<file path="src/rtl/pet_stats_engine.sv">
// pet_stats_engine
//   NUM_STATS saturating stat counters with a self-timed decay tick, a
//   valid/ready command port, and sleep/death tracking.
//
//   Optional build macro: AUTO_WAKE_EN. When it is defined, a sleeping pet
//   wakes at the end of any decay scan in which energy reaches the maximum.
//
// Ports
//   clk, rst_n   clock, asynchronous active-low reset
//   rand_in      free-running random byte (bits [7:6] drive extra decay)
//   cmd_valid    command present
//   cmd_ready    command accepted on this cycle if cmd_valid is also high
//   cmd_op       00 add, 01 sub, 10 set, 11 sleep toggle
//   cmd_idx      target channel (out-of-range index writes nothing)
//   cmd_amt      operand
//   stats_flat   channel i at [i*STAT_W +: STAT_W]
//   low_flags    registered, bit i = stat_i < LOW_THRESH
//   sleeping     pet asleep
//   alive        drops to 0 once dead, held until reset
//   tick         one-cycle pulse per decay tick

// One stat channel: its value register and its registered low flag.
module pet_stat_lane #(
  parameter int STAT_W     = 5,
  parameter int LOW_THRESH = 4
) (
  input  logic              clk,
  input  logic              rst_n,
  input  logic              wr_en,
  input  logic [STAT_W-1:0] wr_val,
  output logic [STAT_W-1:0] stat,
  output logic              low
);
  logic [STAT_W-1:0] stat_q;
  logic              low_q;

  always_ff @(posedge clk or negedge rst_n) begin
    if (!rst_n) begin
      stat_q <= '1;
      low_q  <= 1'b0;
    end else begin
      if (wr_en) stat_q <= wr_val;
      // Follows the stored value, so it lags any write by one cycle.
      low_q <= (int'(stat_q) < LOW_THRESH);
    end
  end

  assign stat = stat_q;
  assign low  = low_q;
endmodule

module pet_stats_engine #(
  parameter int NUM_STATS   = 6,
  parameter int STAT_W      = 5,
  parameter int TICK_DIV    = 10_000_000,
  parameter int LOW_THRESH  = 4,
  parameter int DEATH_TICKS = 8,
  parameter int HEALTH_IDX  = 2,
  parameter int ENERGY_IDX  = 4,
  localparam int IDX_W = (NUM_STATS <= 2) ? 1 : $clog2(NUM_STATS)
) (
  input  logic                        clk,
  input  logic                        rst_n,
  input  logic [7:0]                  rand_in,
  input  logic                        cmd_valid,
  output logic                        cmd_ready,
  input  logic [1:0]                  cmd_op,
  input  logic [IDX_W-1:0]            cmd_idx,
  input  logic [STAT_W-1:0]           cmd_amt,
  output logic [NUM_STATS*STAT_W-1:0] stats_flat,
  output logic [NUM_STATS-1:0]        low_flags,
  output logic                        sleeping,
  output logic                        alive,
  output logic                        tick
);
  localparam int CNT_W = (TICK_DIV <= 2) ? 1 : $clog2(TICK_DIV);
  localparam int ZC_W  = $clog2(DEATH_TICKS + 1);
  localparam logic [STAT_W:0] MAXV = {1'b0, {STAT_W{1'b1}}};

  localparam logic [1:0] OP_ADD = 2'b00;
  localparam logic [1:0] OP_SUB = 2'b01;
  localparam logic [1:0] OP_SET = 2'b10;
  localparam logic [1:0] OP_SLP = 2'b11;

  typedef enum logic [1:0] {S_IDLE, S_APPLY, S_DECAY, S_DEAD} state_e;

  typedef struct packed {
    logic [1:0]        op;
    logic [IDX_W-1:0]  idx;
    logic [STAT_W-1:0] amt;
  } cmd_t;

  state_e            state_q, state_d;
  cmd_t              cmd_q, cmd_d;
  logic [IDX_W-1:0]  scan_q, scan_d;
  logic [CNT_W-1:0]  cnt_q;
  logic [ZC_W-1:0]   zc_q, zc_d;
  logic              tick_q, par_q, pend_q, pend_clr;
  logic              sleep_q, sleep_d, alive_q, alive_d;
`ifdef AUTO_WAKE_EN
  logic              wake_q, wake_d;
`endif

  logic [NUM_STATS-1:0][STAT_W-1:0] stat_w;
  logic [NUM_STATS-1:0]             low_w, wr_en;
  logic [IDX_W-1:0]                 sel;
  logic [STAT_W-1:0]                cur, health_post;
  logic [STAT_W:0]                  cur_w, dlt, sum, res;
  logic                             up, tick_evt, last_scan;
  logic                             unused_rand;

  assign unused_rand = ^rand_in[5:0];

  // ---------------- channel lanes ----------------
  for (genvar g = 0; g < NUM_STATS; g++) begin : g_lane
    pet_stat_lane #(.STAT_W(STAT_W), .LOW_THRESH(LOW_THRESH)) u_lane (
      .clk    (clk),
      .rst_n  (rst_n),
      .wr_en  (wr_en[g]),
      .wr_val (res[STAT_W-1:0]),
      .stat   (stat_w[g]),
      .low    (low_w[g])
    );
  end

  // ---------------- prescaler ----------------
  assign tick_evt = (cnt_q == CNT_W'(TICK_DIV - 1));

  // ---------------- shared datapath ----------------
  // Only one channel is ever written per cycle (APPLY target or the scan
  // index), so one saturating add/sub unit serves all lanes.
  assign sel       = (state_q == S_APPLY) ? cmd_q.idx : scan_q;
  assign last_scan = (scan_q == IDX_W'(NUM_STATS - 1));

  always_comb begin
    cur = '0;
    for (int i = 0; i < NUM_STATS; i++)
      if (sel == IDX_W'(i)) cur = stat_w[i];
  end

  always_comb begin
    cur_w = {1'b0, cur};
    up    = 1'b0;
    dlt   = '0;
    if (state_q == S_APPLY) begin
      up  = (cmd_q.op == OP_ADD);
      dlt = {1'b0, cmd_q.amt};
    end else if (sleep_q) begin
      if (scan_q == IDX_W'(ENERGY_IDX)) begin
        up  = 1'b1;
        dlt = (STAT_W+1)'(2);
      end else begin
        // Asleep, other channels only lose a point on every other tick.
        dlt = {{STAT_W{1'b0}}, par_q};
      end
    end else begin
      dlt = (rand_in[7:6] == 2'b11) ? (STAT_W+1)'(2) : (STAT_W+1)'(1);
    end
    sum = cur_w + dlt;   // cannot overflow STAT_W+1 bits
    if (up)               res = (sum > MAXV) ? MAXV : sum;
    else if (dlt > cur_w) res = '0;
    else                  res = cur_w - dlt;
    if ((state_q == S_APPLY) && (cmd_q.op == OP_SET)) res = {1'b0, cmd_q.amt};
  end

  always_comb begin
    for (int i = 0; i < NUM_STATS; i++)
      wr_en[i] = ((state_q == S_APPLY) && (cmd_q.op != OP_SLP) && (cmd_q.idx == IDX_W'(i)))
              || ((state_q == S_DECAY) && (scan_q == IDX_W'(i)));
  end

  // Health as it will be after this cycle's write, for the end-of-scan check.
  assign health_post = (scan_q == IDX_W'(HEALTH_IDX)) ? res[STAT_W-1:0] : stat_w[HEALTH_IDX];

  assign cmd_ready = (state_q == S_IDLE) & ~pend_q & alive_q;

  // ---------------- control FSM ----------------
  always_comb begin
    state_d  = state_q;
    scan_d   = scan_q;
    cmd_d    = cmd_q;
    zc_d     = zc_q;
    sleep_d  = sleep_q;
    alive_d  = alive_q;
    pend_clr = 1'b0;
`ifdef AUTO_WAKE_EN
    wake_d   = wake_q;
`endif
    unique case (state_q)
      S_IDLE: begin
        // Pending decay wins over a waiting command.
        if (pend_q) begin
          state_d  = S_DECAY;
          scan_d   = '0;
          pend_clr = 1'b1;
`ifdef AUTO_WAKE_EN
          wake_d   = 1'b0;
`endif
        end else if (cmd_valid && cmd_ready) begin
          cmd_d.op  = cmd_op;
          cmd_d.idx = cmd_idx;
          cmd_d.amt = cmd_amt;
          state_d   = S_APPLY;
        end
      end
      S_APPLY: begin
        if (cmd_q.op == OP_SLP) sleep_d = ~sleep_q;
        state_d = S_IDLE;
      end
      S_DECAY: begin
`ifdef AUTO_WAKE_EN
        if (sleep_q && (scan_q == IDX_W'(ENERGY_IDX)) && (res == MAXV)) wake_d = 1'b1;
`endif
        if (last_scan) begin
`ifdef AUTO_WAKE_EN
          if (wake_d) sleep_d = 1'b0;
`endif
          state_d = S_IDLE;
          if (health_post == '0) begin
            zc_d = zc_q + ZC_W'(1);
            if (zc_d == ZC_W'(DEATH_TICKS)) begin
              alive_d = 1'b0;
              state_d = S_DEAD;
            end
          end else begin
            zc_d = '0;
          end
        end else begin
          scan_d = scan_q + IDX_W'(1);
        end
      end
      S_DEAD:  state_d = S_DEAD;
      default: state_d = S_IDLE;
    endcase
  end

  always_ff @(posedge clk or negedge rst_n) begin
    if (!rst_n) begin
      state_q <= S_IDLE;
      scan_q  <= '0;
      cmd_q   <= '0;
      cnt_q   <= '0;
      tick_q  <= 1'b0;
      par_q   <= 1'b0;
      pend_q  <= 1'b0;
      zc_q    <= '0;
      sleep_q <= 1'b0;
      alive_q <= 1'b1;
`ifdef AUTO_WAKE_EN
      wake_q  <= 1'b0;
`endif
    end else begin
      state_q <= state_d;
      scan_q  <= scan_d;
      cmd_q   <= cmd_d;
      cnt_q   <= tick_evt ? '0 : cnt_q + CNT_W'(1);
      tick_q  <= tick_evt;
      par_q   <= par_q ^ tick_evt;
      // A fresh tick outranks the clear; a tick on top of pending is lost.
      pend_q  <= tick_evt | (pend_q & ~pend_clr);
      zc_q    <= zc_d;
      sleep_q <= sleep_d;
      alive_q <= alive_d;
`ifdef AUTO_WAKE_EN
      wake_q  <= wake_d;
`endif
    end
  end

  assign stats_flat = stat_w;
  assign low_flags  = low_w;
  assign sleeping   = sleep_q;
  assign alive      = alive_q;
  assign tick       = tick_q;
endmodule
</file>
<file path="config.mk">
export PLATFORM = sky130hd
export DESIGN_NAME = pet_stats_engine
export DESIGN_NICKNAME = d
export VERILOG_FILES = /design/src/rtl/pet_stats_engine.sv
export SDC_FILE = /design/constraint.sdc
export NUM_CORES = 1
export LEC_CHECK = 0
export BUFFER_PORTS_ARGS = -buffer_cell sky130_fd_sc_hd__buf_2
export CORE_MARGIN = 2
export CORE_UTILIZATION = 38
export DETAILED_ROUTE_END_ITERATION = 6
export PLACE_DENSITY = 0.65
export SYNTH_ARGS = -nofsm -noshare
export SYNTH_HDL_FRONTEND = slang
export SYNTH_SLANG_ARGS = --single-unit
</file>
<file path="constraint.sdc">
create_clock -name clk -period 4.05 [get_ports clk]
set_input_delay 0.81 -clock clk [delete_from_list [all_inputs] [get_ports clk]]
set_output_delay 0.81 -clock clk [all_outputs]
set_load 0.01 [all_outputs]
</file>
==> results.md <==
| Metric | Value | Unit |
|:---|:---|:---|
| Outcome | completed | - |
| TritonCTS sink count | 84 | - |
| Ratio of final minimum period to clock period | 0.985 | - |
| First-iteration detailed-routing DRC count | 212 | - |
| Hold Buf Count CTS | 0 | - |
| Area occupied by multi-input gates | 2630 | sq um |
| Part of the power in the clock network | 0.491 | - |
| First-pass GRT wire length | 17,900 | microns |
| Clock buffer count from CTS | 9 | - |
| Final setup violating endpoints | 0 | - |
| Clk_skew | 12.8 | ps |
| Class of the tightest hold or removal check | register to register | - |
| Number of fill cells in the layout | 1,095 | - |
| Number of inserted diodes | 0 | - |
| Total DRC errors in the routed layout | 0 | - |
| Vias after detailed routing | 3,762 | - |
| Vias in the first global route | 3,580 | - |
| Number of synthesized flops with an enable pin | 0 | - |
| Count of input and output buffers | 54 | - |
| Utilization of the core after routing | 0.495 | - |
| Total instance count after detailed placement | 689 | - |
| Placer congestion estimate | 0.842 | - |
| Worst Path Max Fanout | 7 | - |
| Total power divided by cell area | 293 | nW/um^2 |
| Die X | 116 | microns |
| Net switching fraction of the power | 0.206 | - |
| Number of non-filler instances in the completed layout | 721 | - |
| Final WL | 11,500 | microns |
| Internal Pwr Total | 1.39 | mW |
| Area inside the core boundary | 12,100 | sq um |
| Number of levels in the clock H-tree | 3 | - |
| Count of synthesis-stage warnings from yosys | 0 | - |
| Headroom to the max-slew limit | 0.424 | - |
| Cell at the root of the clock tree | clkbuf_16 | - |
| Achievable clock frequency | 251 | MHz |
| Worst IR Drop VDD | 0.308 | mV |
| Top cells by area, synth | dfrtp_1 (28%), dfstp_2 (17%), mux2_2 (7.1%) | - |
| Crit end category | register | - |
| Post-synth ARST share | 1.00 | - |
| Area leader, netlist | dfrtp_1 | - |
| Share of final-layout standard cells stronger than drive strength 1 | 0.394 | - |
| Number of top-level pins | 61 | - |
| Vias per Instance | 5.22 | - |
| Worst endpoint required time | 4320 | ps |
| Initial standard-cell utilization of the core | 0.392 | - |
| Critical path arrival | 4260 | ps |
| Synthesized area | 4740 | sq um |
| Part of the power in registers | 0.479 | - |
| FF+latch count, synth | 84 | - |
| Pin count of the biggest net entering global routing | 67 | - |
| Ys flop type | dfrtp_1 | - |
| Library cells used by synthesis | 67 | - |
| Number of standard-cell rows in the floorplan | 40 | - |
| GR Overflow Total | 0 | - |
| Switching Power | 0.362 | mW |
| Die footprint | 13,400 | sq um |
| Pins Over Slew Limit | 0 | - |
| Slew at the pin with the worst max-slew slack | 863 | ps |
| Syn Area/Cell | 10.4 | sq um |
| Initial antenna violation count | 0 | - |
| Final Instance Area | 6000 | sq um |
| Startpoint types | register | - |
| Max-cap check violation count | 0 | - |
| Share of the synthesized area in the top cell type | 0.280 | - |
| Vertical extent of the die | 116 | microns |
| First-pass DRT Iterations | 4 | - |
| CTS tree | built | - |
| Clock-pin transition on the worst setup and hold timing paths | 60 | ps |
| Placed cell area | 5340 | sq um |
| Gate power share | 0.030 | - |
| Post-synthesis sequential area ratio | 0.451 | - |
| Hold Violations, Final | 0 | - |
| Setup CP Type | register to register | - |
| Antenna viol nets, final | 0 | - |
| Number of nets in the finished design | 593 | - |
| Worst-case clock buffer depth | 2 | - |
| Worst-Skew Late Latency | 340 | ps |
| Gate count after technology mapping | 456 | - |
| Area growth, synth to finish | 26.5 | % |
| Static leakage | 2.79 | nW |
| Number of nets in the synthesized netlist | 501 | - |
| Crit path time final | 3990 | ps |
| Average wire per standard cell | 15.9 | microns |
| Sequential cell area | 2140 | sq um |
| HPWL Detailed | 8130 | microns |
| Total routing usage reported by global routing | 0.174 | - |
## final timing paths
check,depth (start not counted),from,slack [ps],to
worst max-delay path,17,state_q[1],60,state_q[0]
worst min-delay path,1,par_q,470,par_q
worst max register to register,17,state_q[1],60,state_q[0]
min in group asynchronous,1,rst_n,570,cmd_q[1]
max in group asynchronous,2,rst_n,2640,g_lane[2].u_lane.stat[3]
worst min register to register,1,par_q,470,par_q
## registers in the layout (all words and copies together) (netlist names)
signal and cells:
par_q 1, cnt_q 24, sleeping 1, state_q 2
tick 1, alive 1, pend_q 1, g_lane.u_lane.low 6
cmd_q 10, scan_q 3, zc_q 4, g_lane.u_lane.stat 30
## critical path: stages, from the launching register on
cell	delay (ps)
dfrtp_1	370
and2b_4	320
nor2_2	60
a21oi_2	190
buf_6	170
mux2i_1	70
and2_1	160
o32a_1	440
ha_4	330
buf_4	120
nor2b_1	40
o21ai_0	150
nand4b_1	190
buf_4	190
o221a_4	240
or3b_4	380
o31ai_4	330
a221o_1	200
## cell usage after synthesis (all sizes together), types with 9 or more instances
cell	instances
a21oi	14
xnor2	13
nand3	17
dfstp	31
xor2	13
nor2	31
dfrtp	53
o31ai	11
o21ai	18
buf	12
nand2	46
nor2b	13
mux2	30
inv	20
ha	22
nand2b	9
## through the flow
step,hold slack [ps],total power [mW],worst slack [ps],TNS [ps]
2_1_floorplan,438,0.870,26.0,0
3_3_place_gp,456,0.902,8.10,0
3_5_place_dp,466,0.904,-28.4,-29.6
4_1_cts,476,1.78,13.4,0
5_1_grt,493,1.82,-52.4,-106
6_report,473,1.76,61.1,0
## kinds of logic (layout without fill, tap and decap cells)
logic type / Yosys count / in the layout / synth area share
multiplexers: 40 / 40 / 0.0976
XOR/XNOR: 26 / 26 / 0.0480
adder cells (fa/ha/maj): 24 / 24 / 0.0665
AO/OA/AOI/OAI: 79 / 79 / 0.120
buffers and inverters: 39 / 136 / 0.0398
AND/OR/NAND/NOR: 164 / 164 / 0.176
flip-flops: 84 / 84 / 0.451
## cell usage in the layout, fill, tap and decap left out, types with 7 or more instances in the layout
cell,netlist,routed
mux2_2,30,30
xor2_1,13,13
xnor2_1,13,13
nor3_1,7,7
nor2b_1,13,13
o21ai_0,14,12
inv_1,20,18
a21oi_1,14,9
dfrtp_1,53,53
nand3_1,17,17
nand2_1,46,46
clkbuf_16,0,10
nand2b_1,8,7
o31ai_1,10,9
buf_4,6,42
dfstp_2,31,31
and2_1,7,7
ha_1,22,17
buf_2,4,55
nor2_1,31,29
## routing by layer
layer  vias to the layer above  wire length (microns)  global-route usage
met2                        87                   5390               0.274
met5                         -                      0                   0
met4                         0                    180              0.0603
met3                        14                    520              0.0476
met1                      1862                   5380               0.232
li1                       1799                      -                   -
## what timing repair did
item                                    4_1_cts  5_1_grt
endpoints found under the setup margin        4       12
setup buffers                                 1       13
pin swaps                                     1       17
resized for setup                             6       41
cloned                                        0        2
## area by class of cell
type / count / share of cell area
inverters: 20 / 0.0125
multi-input cells: 333 / 0.439
clock inverters: 3 / 0.00730
clock buffers: 13 / 0.0453
flip-flops and latches: 84 / 0.357
repair buffers: 100 / 0.104
well taps: 168 / 0.0350
## power by group through the flow
| stage | registers (mW) | clock network [mW] | logic (mW) |
|---|---|---|---|
| 6_report | 0.841 | 0.861 | 0.0535 |
| 5_1_grt | 0.840 | 0.916 | 0.0601 |
| 4_1_cts | 0.841 | 0.887 | 0.0495 |
| 3_5_place_dp | 0.855 | 0 | 0.0486 |
| 3_3_place_gp | 0.855 | 0 | 0.0474 |
| 2_1_floorplan | 0.855 | 0 | 0.0148 |
Note: power is estimated with default switching activity, not from simulation.
